[src/rtl/fetch_seq.sv]
`default_nettype none
// +--------------------------------------------------------------------------+
// | fetch_seq: RV32 fetch sequencer, one 32-bit fetch as four byte reads.    |
// | Revision: 1.0                                                            |
// +--------------------------------------------------------------------------+
module fetch_seq #(
  parameter int                ADDR_W   = 32,
  parameter logic [ADDR_W-1:0] RESET_PC = '0
) (
  input  logic              clk,
  input  logic              rst_n,
  input  logic              rdy,
  input  logic              stall_in,
  input  logic              br_valid,
  input  logic [ADDR_W-1:0] br_target,
  output logic              mem_req,
  output logic [ADDR_W-1:0] mem_addr,
  input  logic              mem_gnt,
  input  logic [7:0]        mem_din,
  output logic [ADDR_W-1:0] pc,
  output logic              inst_valid,
  output logic [31:0]       inst,
  output logic [ADDR_W-1:0] inst_pc
);

  typedef enum logic [1:0] {
    S_FETCH = 2'd0,
    S_WAIT  = 2'd1,
    S_HOLD  = 2'd2
  } state_t;

  state_t              state_q, state_d;
  logic [ADDR_W-1:0]   pc_q, pc_d;
  logic [1:0]          req_cnt_q, req_cnt_d;
  logic                pend_q, pend_d;
  logic [1:0]          pend_idx_q, pend_idx_d;
  logic [31:0]         asm_q, asm_d;
  logic [31:0]         inst_q, inst_d;
  logic [ADDR_W-1:0]   inst_pc_q, inst_pc_d;
  logic                inst_valid_q, inst_valid_d;

  assign mem_req    = (state_q == S_FETCH) && rdy && !br_valid;
  assign mem_addr   = pc_q + ADDR_W'(req_cnt_q);
  assign pc         = pc_q;
  assign inst       = inst_q;
  assign inst_pc    = inst_pc_q;
  assign inst_valid = inst_valid_q;

  always_comb begin
    state_d      = state_q;
    pc_d         = pc_q;
    req_cnt_d    = req_cnt_q;
    pend_d       = pend_q;
    pend_idx_d   = pend_idx_q;
    asm_d        = asm_q;
    inst_d       = inst_q;
    inst_pc_d    = inst_pc_q;
    inst_valid_d = inst_valid_q;

    // Memory returns data regardless of rdy, so capture is never gated.
    if (pend_q) begin
      asm_d[{pend_idx_q, 3'b000} +: 8] = mem_din;
      pend_d = 1'b0;
    end

    if (rdy) begin
      if (br_valid) begin
        pc_d         = br_target;
        req_cnt_d    = 2'd0;
        pend_d       = 1'b0;
        inst_valid_d = 1'b0;
        state_d      = S_FETCH;
      end else begin
        case (state_q)
          S_FETCH: begin
            if (mem_gnt) begin
              pend_d     = 1'b1;
              pend_idx_d = req_cnt_q;
              req_cnt_d  = req_cnt_q + 2'd1;
              if (req_cnt_q == 2'd3) state_d = S_WAIT;
            end
          end
          S_WAIT: begin
            // Lane 3 may already have landed while rdy was low.
            if (!pend_q || (pend_idx_q == 2'd3)) begin
              inst_d       = asm_d;
              inst_pc_d    = pc_q;
              inst_valid_d = 1'b1;
              state_d      = S_HOLD;
            end
          end
          S_HOLD: begin
            if (!stall_in) begin
              inst_valid_d = 1'b0;
              pc_d         = pc_q + ADDR_W'(4);
              req_cnt_d    = 2'd0;
              state_d      = S_FETCH;
            end
          end
          default: state_d = S_FETCH;
        endcase
      end
    end
  end

  always_ff @(posedge clk or negedge rst_n) begin
    if (!rst_n) begin
      state_q      <= S_FETCH;
      pc_q         <= RESET_PC;
      req_cnt_q    <= 2'd0;
      pend_q       <= 1'b0;
      pend_idx_q   <= 2'd0;
      asm_q        <= 32'd0;
      inst_q       <= 32'd0;
      inst_pc_q    <= '0;
      inst_valid_q <= 1'b0;
    end else begin
      state_q      <= state_d;
      pc_q         <= pc_d;
      req_cnt_q    <= req_cnt_d;
      pend_q       <= pend_d;
      pend_idx_q   <= pend_idx_d;
      asm_q        <= asm_d;
      inst_q       <= inst_d;
      inst_pc_q    <= inst_pc_d;
      inst_valid_q <= inst_valid_d;
    end
  end

endmodule
`default_nettype wire

[config.mk]
export PLATFORM = sky130hd
export DESIGN_NAME = fetch_seq
export DESIGN_NICKNAME = d
export VERILOG_FILES = /design/src/rtl/fetch_seq.sv
export SDC_FILE = /design/constraint.sdc
export NUM_CORES = 1
export LEC_CHECK = 0
export CAP_MARGIN = 15
export CORE_AREA = 2 2 109 163
export CTS_CLUSTER_DIAMETER = 200
export CTS_CLUSTER_SIZE = 10
export DETAILED_ROUTE_END_ITERATION = 8
export DIE_AREA = 0 0 111 165
export PLACE_DENSITY = 0.64
export SLEW_MARGIN = 20
export SYNTH_ARGS = -nofsm -noshare
export SYNTH_HDL_FRONTEND = slang
export SYNTH_SLANG_ARGS = --single-unit
[constraint.sdc]
create_clock -name clk -period 6.3 [get_ports clk]
set_clock_uncertainty 0.05 [all_clocks]
set_input_delay 1.26 -clock clk [delete_from_list [all_inputs] [get_ports clk]]
set_output_delay 1.26 -clock clk [all_outputs]
set_load 0.03 [all_outputs]
### After elaboration in Yosys (flattened, before gate mapping)

Cells that the tools add are included.

| word-level totals | value |
|---|---|
| flip-flop bits (word level) | 136 |
| input port bits | 46 |
| output and inout bits | 130 |
| word-level logic and storage cells | 62 |

| operators by class | value |
|---|---|
| $add $sub $neg | 4 |
| equal/unequal tests | 9 |
| shift-type cells | 2 |
| muxes and demuxes | 22 |
| bitwise gates (word level) | 1 |
| reduce and logical (&&, ||, !) cells | 15 |

Operators by type and width:

| operator | count |
|---|---|
| $mux 32 | 4 |
| $add 32x2->32 | 1 |
| $add 32x3->32 const B | 1 |
| $bwmux 32 | 1 |
| $shift 8x7->32 const A | 1 |
| $shiftx 8x7->32 | 1 |
| $reduce_and 4->1 | 4 |
| $mux 2 | 7 |
| $ne 3x3->1 const B | 3 |
| $mux 1 | 7 |
| $neg 5->7 | 1 |
| $eq 2x2->1 const B | 3 |
| $pmux 2 s3 | 1 |
| $reduce_bool 3->1 | 2 |
| $reduce_and 5->1 | 1 |
| $pmux 2 s2 | 1 |
| $ne 3x2->1 const B | 1 |
| $reduce_and 3->1 | 1 |
| $add 2x1->2 const B | 1 |
| $eq 2x1->1 const B | 1 |
| $logic_and 1x1->1 | 2 |
| $logic_not 1->1 | 2 |
| $logic_not 2->1 | 1 |
| $ne 2x1->1 const B | 1 |
| other kinds (4) | 4 |

### Logic depth before layout (Yosys ltp)

Gate-level depths: netlist of run 1.

| logic depth | value |
|---|---|
| depth after elaboration | 5 |
| depth in mapped cells | 8 |
| mapped depth without buffers | 6 |

### Least setup slack after synthesis of run 1

OpenSTA, ideal clock, no wires.

| timing | value |
|---|---|
| kind | input to output |
| start point | input rdy |
| end point | output mem_req |
| data arrival time | 2608 ps |
| required time | 4990 ps |
| path slack | 2382 ps |
| cell stages on the path | 2 |
| buffers on the path | 1 |
| cells stage by stage | clkbuf_1 > nor4b_1 |

| on the way | value |
|---|---|
| word-level cells in the longest chain between the ends | 2 |

Ends and longest elaborated chain:

| element | line | source |
|---|---|---|
| from (decl) | 12 | `input logic rdy,` |
| $logic_and 1x1->1 (2 in a row) | 42 | `assign mem_req = (state_q == S_FETCH) && rdy && !br_valid;` |
| to (decl) | 16 | `output logic mem_req,` |

No other way between the ends.

### Worst setup path after layout of run 1

| timing | value |
|---|---|
| start point | register pc_q[2] (netlist: pc[2]) |
| end point | output mem_addr[30] |

| on the way | value |
|---|---|
| word-level cells in the longest chain between the ends | 1 |

Ends and longest elaborated chain:

| element | line | source |
|---|---|---|
| from (decl) | 33 | `logic [ADDR_W-1:0] pc_q, pc_d;` |
| from (signal assigned) | 119 | `pc_q <= pc_d;` |
| $add 32x2->32 | 43 | `assign mem_addr = pc_q + ADDR_W'(req_cnt_q);` |
| to (decl) | 17 | `output logic [ADDR_W-1:0] mem_addr,` |

No other way between the ends.

==> reports/results.txt, run 1 <==
The finished cells cover 0.00901 mm². Post-DP HPWL: 13.4 mm. The clock root buffer is clkbuf_16. The floorplan step defined a die boundary enclosing 0.0183 mm².

The per-instance average area after synthesis was 11.0 µm². The tools report the reg-to-reg critical path startpoint as pc[2]$_DFFE_PN0P_. The startpoint class of the critical path is a register. For the number of nets in the finished design, the log shows 813. Measured along the y axis, the die boundary spans 165 µm. In this run, CTS created clock tree buffers numbering 17.

The tools report the total congestion overflow after global routing as 0. TritonCTS built the clock tree. Clock-pin slew was measured on the worst setup and hold paths at 0.06 ns. The simple logic cell fraction of the synthesized area works out to 0.141. The final cell utilization of the core is 0.538. Terminating pin of the worst hold path: inst_valid$_DFFE_PN0P_. The run gives 58 as the number of standard-cell rows in the floorplan. The sink count of the clock tree is 136, and the actual slew at the worst max-slew pin is 0.974 ns. The critical setup path kind was register to output pin.

The tools report the global-route total usage across every layer as 0.213. For the sequential fraction of the synthesis area, the log shows 0.514. 176 I/O pins were placed.

The logic depth of the worst register-to-register path came out at 6. Mux cell area share after synthesis: 0.112. The sequential group share of total power was 0.394; the final critical-path share of the clock period was 0.725. The parity-gate share of the synthesized area counting xor and xnor cells was 0.0397; the worst slack at placement was 1.90 ns.

The count of state elements after synthesis works out to 136. The adder-cell share of the synthesized area is 0.0219, and the internal power of the cells is 1.83 mW. Routability-driven placement finished with a final weighted congestion of 0.827. The tools report the fraction of power consumed by the clock network as 0.348. Setup violations remaining at the end of the flow were counted as 0. Setup repair after global routing left no endpoint under its margin. The compound-gate portion of the synthesized area was 0.134.

The count of inserted antenna diode cells is 0, and the antenna violation net count after detailed routing is 0. The count of cell types in the netlist was 58. The switching power was 0.874 mW; the overall power after layout was 2.71 mW.

IR analysis of the VDD net gives a maximum drop of 0.000228 V. Among all stages on the critical path, the largest delay is contributed by clkdlybuf4s50_1. In this run, post-CTS repair resized a total of 0 instances. For this run, the top clock speed supported by timing is 219 MHz. Post-detailed-route DRC marker count: 0. Summed over all failing endpoints, the final setup total negative slack is 0 ns.

The logs give 0 for the final max-slew violation count and 0.446 ns for the final hold slack. The switching share of total power works out to 0.323. For this design, the CTS-stage hold fixing added 0 buffers. The required time of the worst setup path was 4.99 ns; the via density per instance was 5.55. The number of warnings reported in the yosys synthesis log was 0.

The detailed router finished its first iteration with 311 violations. Layout overhead on the synthesized area: 36.2%. The library cell used most frequently in the layout, excluding fill and tap cells, is clkdlybuf4s50_1. After the flow finishes, the layout carries non-filler instances totaling 977. The worst slew margin relative to its limit is 0.351, and the final setup slack of the worst path is 1.73 ns. The H-tree was split into 4 levels. Buffers added to address setup during post-CTS repair amount to 0.

The net count after synthesis was 658. The logs give 0 for the number of antenna violations at the first check in global routing and 0.0168 mm² for the core area. The signal on the critical path passes through ha_1, and3_1, and3_1, nand2_1, nor4_1, xor2_1, clkdlybuf4s50_1.

Leaving out fill and tap cells, the most frequent cells in the layout are clkdlybuf4s50_1, dfrtp_1, mux2_2. Dividing the detail-routed wire length by the instance count gives 19.5 µm. The setup slack of the most critical reg-to-reg path is 3.95 ns, and the largest net degree at the start of global routing is 75. The initial standard-cell utilization of the core came out at 0.395.

The data arrival time of the worst path was 3.26 ns. Part of the power in combinational logic: 0.258. The post-synthesis cell area was 0.00662 mm². The cell count after synthesis came out at 601. The proportion of layout cells with a drive suffix above 1 is 0.143. The highest cell delay on the worst timing path was 0.70 ns.

The cell that appears most often on the critical path is and3_1. The floorplan step set the die width to 111 µm. The logs give 0.42 ns for the source-to-sink clock delay at the later pin of the worst-skew pair and 30.5 mm for the global-route wire length before repair. Subtracting the final worst setup slack from the clock period gives 4.57 ns.

The sort of element at the end of the critical path was an output pin. The first detailed-routing pass ran for 4 iterations. The final route contains 5419 vias. The tools report the post-detailed-placement cell area as 0.00847 mm².

Max-cap violations in this run came to 0. The number of flops mapped to enable cells by yosys came out at 0. The tools report the total instance count after detailed placement as 947. Summed over all layers, the routed wires come to 19.0 mm. The fraction of synthesis flops using an asynchronous set or reset pin came out at 1.00. The worst min-delay path class is register to register. The tools report the capture instance of the worst register-to-register path as pc[28]$_DFFE_PN0P_. Of all nets on the critical path, the largest fanout is 8. Static leakage: 3.91 nW. The count of input and output buffers works out to 175. By area, the combinational part of the netlist is dominated by simple AND/OR/NAND/NOR gates. The clock passes through at most 2 buffers.

The worst hold path begins at inst_valid$_DFFE_PN0P_. The power density over cell area is 300 mW/mm², and the number of global-route vias before repair is 5605. The number of hold violations in the final report is 0. The main flop type after synthesis was dfrtp_1. Along the worst hold path, the cell count comes to 2.

The flow ran to the end, and the final reports show no timing, DRC or antenna violations.
layer usage:
metal / track usage / part of all wire / up-vias / routed length [µm]
met4: 0.0949 / 0.030 / 0 / 563
met1: 0.246 / 0.41 / 2701 / 7710
met2: 0.372 / 0.51 / 191 / 9650
li1: - / - / 2491 / -
met5: 0 / 0 / - / 0
met3: 0.0569 / 0.058 / 36 / 1110
synth_stat cells, drive strengths merged (4+ instances only):
cell,n,area (µm²)
mux2,64,721
a211oi,4,30.0
xnor2,9,78.8
and2,5,32.5
clkbuf,21,80.1
dfrtp,136,3400
nor4b,4,41.3
nor3,21,110
nor4,8,50.1
and4,6,52.6
ha,10,125
inv,11,41.3
nand3,20,113
xor2,21,184
nand4,8,62.6
or3,4,25.0
and3,11,68.8
a22oi,4,30.0
a22o,33,289
nor2,39,163
nand2,36,138
a21oi,22,110
a31oi,5,31.3
o22ai,5,31.3
a311oi,6,52.6
buf,23,125
o21ai,31,155
power by group through the flow:
stage,combinational [mW],sequential (mW),clock (mW)
2_1_floorplan,0.303,1.16,0
3_3_place_gp,0.693,1.08,0
3_5_place_dp,0.700,1.08,0
4_1_cts,0.705,1.07,0.961
5_1_grt,0.744,1.08,1.00
6_report,0.698,1.07,0.942
registers in the layout (all words and copies together) (netlist names):
register    cells
asm_q          32
inst           32
inst_pc        32
pc             32
pend_idx_q      2
req_cnt_q       2
state_q         2
inst_valid      1
pend_q          1
worst max-delay path: cells and delay by family (launching register included):
| kind | cells | cell delay, ns |
|---|---|---|
| buffers and inverters | 1 | 0.70 |
| flip-flops | 1 | 0.49 |
| adder cells (fa/ha/maj) | 1 | 0.29 |
| XOR/XNOR | 1 | 0.19 |
| AND/OR/NAND/NOR | 4 | 1.17 |
kinds of logic (layout without fill, tap and decap cells):
| logic type | Yosys count | count (layout) |
|---|---|---|
| AO/OA/AOI/OAI | 129 | 129 |
| XOR/XNOR | 30 | 30 |
| multiplexers | 66 | 66 |
| flip-flops | 136 | 136 |
| buffers and inverters | 56 | 222 |
| adder cells (fa/ha/maj) | 11 | 11 |
| AND/OR/NAND/NOR | 173 | 173 |
worst max-delay path by stage:
stage                                  from  cells past startpoint  slack, ns            to
after floorplan                         rdy                      2       2.38       mem_req
after global placement                  rdy                      3       1.92       mem_req
after detailed placement                rdy                      3       1.90       mem_req
after CTS                 pc[2]$_DFFE_PN0P_                      7       1.70  mem_addr[30]
after global routing      pc[2]$_DFFE_PN0P_                      7       1.51  mem_addr[30]
final                     pc[2]$_DFFE_PN0P_                      7       1.73  mem_addr[30]
final cells by class:
type / instances / area [µm²]
well taps: 210 / 263
fillers: 1484 / 7750
clock buffers: 20 / 437
clock inverters: 10 / 106
multi-input cells: 409 / 2980
repair buffers: 180 / 1790
flip-flops and latches: 136 / 3400
inverters: 12 / 45.0
No activity file was read; power rests on OpenSTA's default activity.
==> run 2, diff against run 1 <==
==> constraint.sdc (replaced) <==
create_clock -name clk -period 4.79 [get_ports clk]
set_clock_uncertainty 0.05 [all_clocks]
set_input_delay 0.958 -clock clk [delete_from_list [all_inputs] [get_ports clk]]
set_output_delay 0.958 -clock clk [all_outputs]
set_load 0.03 [all_outputs]
==> run 2 against run 1 <==
  * Clock-buffer cell count grew 2
  * Design area grew 1.6%
  * Combinational power grew 32%
  * Die area is the same
  * Sequential share of layout area shrank 0.58 points
  * Via count shrank 0.85%
==> reports/results.txt, run 2 (synthesis results as in run 1) <==
After global routing the overflow that remains totals 0. Clock-pin slew was measured on the worst setup and hold paths at 0.06 ns. The routed design has 19.3 mm of wire. For this design the ratio of total power to cell area is 414 mW/mm². Setup repair after global routing left no endpoint under its margin.

Worst slack at placement: 0.946 ns. The run gives 0.386 as the fraction of power consumed by the clock network. In this run the worst hold path is classified as register to register.

The final max-slew violation count is 0. The number of hold violations in the final report was 0; the number of nets in the finished design was 815. The source-to-sink clock delay at the later pin of the worst-skew pair was 0.42 ns. The logs give 0.217 for the global-route total usage across every layer and 0.00916 mm² for the final instance area. The number of standard-cell rows in the floorplan came out at 58. Total via count after detailed routing: 5373.

Of all nets on the critical path, the largest fanout is 8. Setup TNS: 0 ns. Clock tree synthesis found a total of 136 sinks. The run gives 0.0168 mm² as the core area. In the layout the commonest cells are clkdlybuf4s50_1, dfrtp_1, mux2_2. The number of antenna violations at the first check in global routing is 0, and the length of the first detailed-routing pass in iterations is 4.

Summing all multi-input logic gate instances after layout gives 0.00298 mm². For the maximum resistive drop on vdd, the log shows 0.000261 V. The critical setup path kind is register to output pin. The routed length per instance is 19.7 µm. For this run, design rule violations remaining after detail routing come to 0. Dividing the detail-routed via count by the number of cells gives 5.48. The setup slack of the most critical reg-to-reg path was 2.39 ns; the die footprint was 0.0183 mm². Setup violations remaining at the end of the flow were counted as 0.

For this run, the top clock speed supported by timing is 233 MHz. The final critical-path share of the clock period came out at 0.898. The proportion of layout cells with a drive suffix above 1 came out at 0.149. The library cell used most frequently in the layout, excluding fill and tap cells, is clkdlybuf4s50_1. At the worst endpoint, the required time is 3.78 ns. The data arrival time of the worst path is 3.29 ns, and the final setup slack of the worst path is 0.490 ns.

The run gives 5603 as the number of global-route vias before repair. Clock tree synthesis inserted a total of 17 buffers. The internal power of the cells totals 2.63 mW. The sequential group share of total power was 0.371. The first global-routing pass estimated 31.0 mm of wire.

The largest net degree at the start of global routing is 112, and the minimum period implied by the final worst setup slack is 4.30 ns. The post-detailed-placement cell area was 0.00849 mm²; the worst-case clock buffer depth was 2. The flow ran to the end, and the final reports show no timing, DRC or antenna violations. The worst setup path is launched from a register. Once detail routing completed, the nets flagged for antenna violations numbered 0.

Layout overhead on the synthesized area: 38.3%. 176 I/O pins were placed. For the initial standard-cell utilization of the core, the log shows 0.395. The floorplan die width came out at 111 µm.

0 antenna diodes ended up in the layout. The tree is rooted in a clkbuf_16. The count of input and output buffers was 175. After legalization and detailed placement, the total HPWL measured 13.6 mm.

TritonCTS built the clock tree. The run gives 394 as the first-iteration detailed-routing DRC count. The final cell utilization of the core was 0.546. Once the clock tree was built, the resizer swapped 0 gates to a different size. Max-cap violations in this run came to 0. The maximum level of the CTS H-tree was 4.

The congestion estimate from routability-driven global placement came to 0.790. The switching share of total power is 0.307, and the final-layout fill cell count is 1479. For this design the total switching power over the nets is 1.16 mW. Hold repair after CTS inserted 0 buffers. The die is 165 µm tall. The part of the power in combinational logic came out at 0.244.

For the pin with the worst max-slew slack, the measured transition is 0.917 ns. In the final layout, flip-flops and latches occupy 0.00340 mm². For the static leakage, the log shows 3.97 nW. The tools report the post-CTS setup buffer count as 0. The worst slew margin relative to its limit was 0.389. STA classifies the critical path endpoint as an output pin.
## run 2: cell count changes in the layout (fill, tap and decap cells not counted), sizes merged
cell      change
buf           +1
clkinv        -4
clkbuf        +3
clkinvlp      +1
bufinv        +3
## run 2: layout make-up
type                            count  area share
Clock buffer                       22      0.0518
Clock inverter                     10      0.0209
Inverter                           12     0.00492
Multi-Input combinational cell    409       0.325
Sequential cell                   136       0.372
Tap cell                          210      0.0287
Timing Repair Buffer              182       0.197
## run 2: per-layer routing
metal	routed length, µm	global-route usage	vias to the layer above	part of all wire
met5	0	0	-	0
met2	10100	0.383	198	0.52
met4	484	0.0858	0	0.025
li1	-	-	2499	-
met3	1230	0.0547	26	0.064
met1	7470	0.252	2650	0.39
## run 2: worst max-delay path: stages, from the launching register on
cell and delay [ns]:
dfrtp_1 0.47, ha_1 0.28, and3_1 0.28, and3_1 0.41, nand2_1 0.22, nor4_1 0.26, xor2_1 0.23, clkdlybuf4s50_1 0.71
## run 2: worst paths after layout
check / start / to / depth (start not counted)
setup / recovery: pc[2]$_DFFE_PN0P_ / mem_addr[30] / 7
hold / removal: asm_q[5]$_DFF_PN0_ / asm_q[5]$_DFF_PN0_ / 1
setup reg to reg: pend_idx_q[0]$_DFFE_PN0P_ / inst[3]$_DFFE_PN0P_ / 6
hold reg to reg: asm_q[5]$_DFF_PN0_ / asm_q[5]$_DFF_PN0_ / 1
max in group asynchronous: rst_n / pc[3]$_DFFE_PN0P_ / 2
min in group asynchronous: rst_n / inst[20]$_DFFE_PN0P_ / 1
## run 2: power groups by stage
stage	clock network, mW	logic (mW)	registers [mW]
2_1_floorplan	0	0.399	1.53
3_3_place_gp	0	0.917	1.42
3_5_place_dp	0	0.926	1.43
4_1_cts	1.49	0.932	1.41
5_1_grt	1.55	0.984	1.43
6_report	1.46	0.923	1.41
## run 2: stage by stage
stage,std cells,total power [mW],hold WS [ns]
floorplan,601,1.93,0.416
global placement,949,2.33,0.432
detailed placement,949,2.35,0.436
CTS,981,3.83,0.453
global route,981,3.96,0.463
finish,981,3.79,0.446
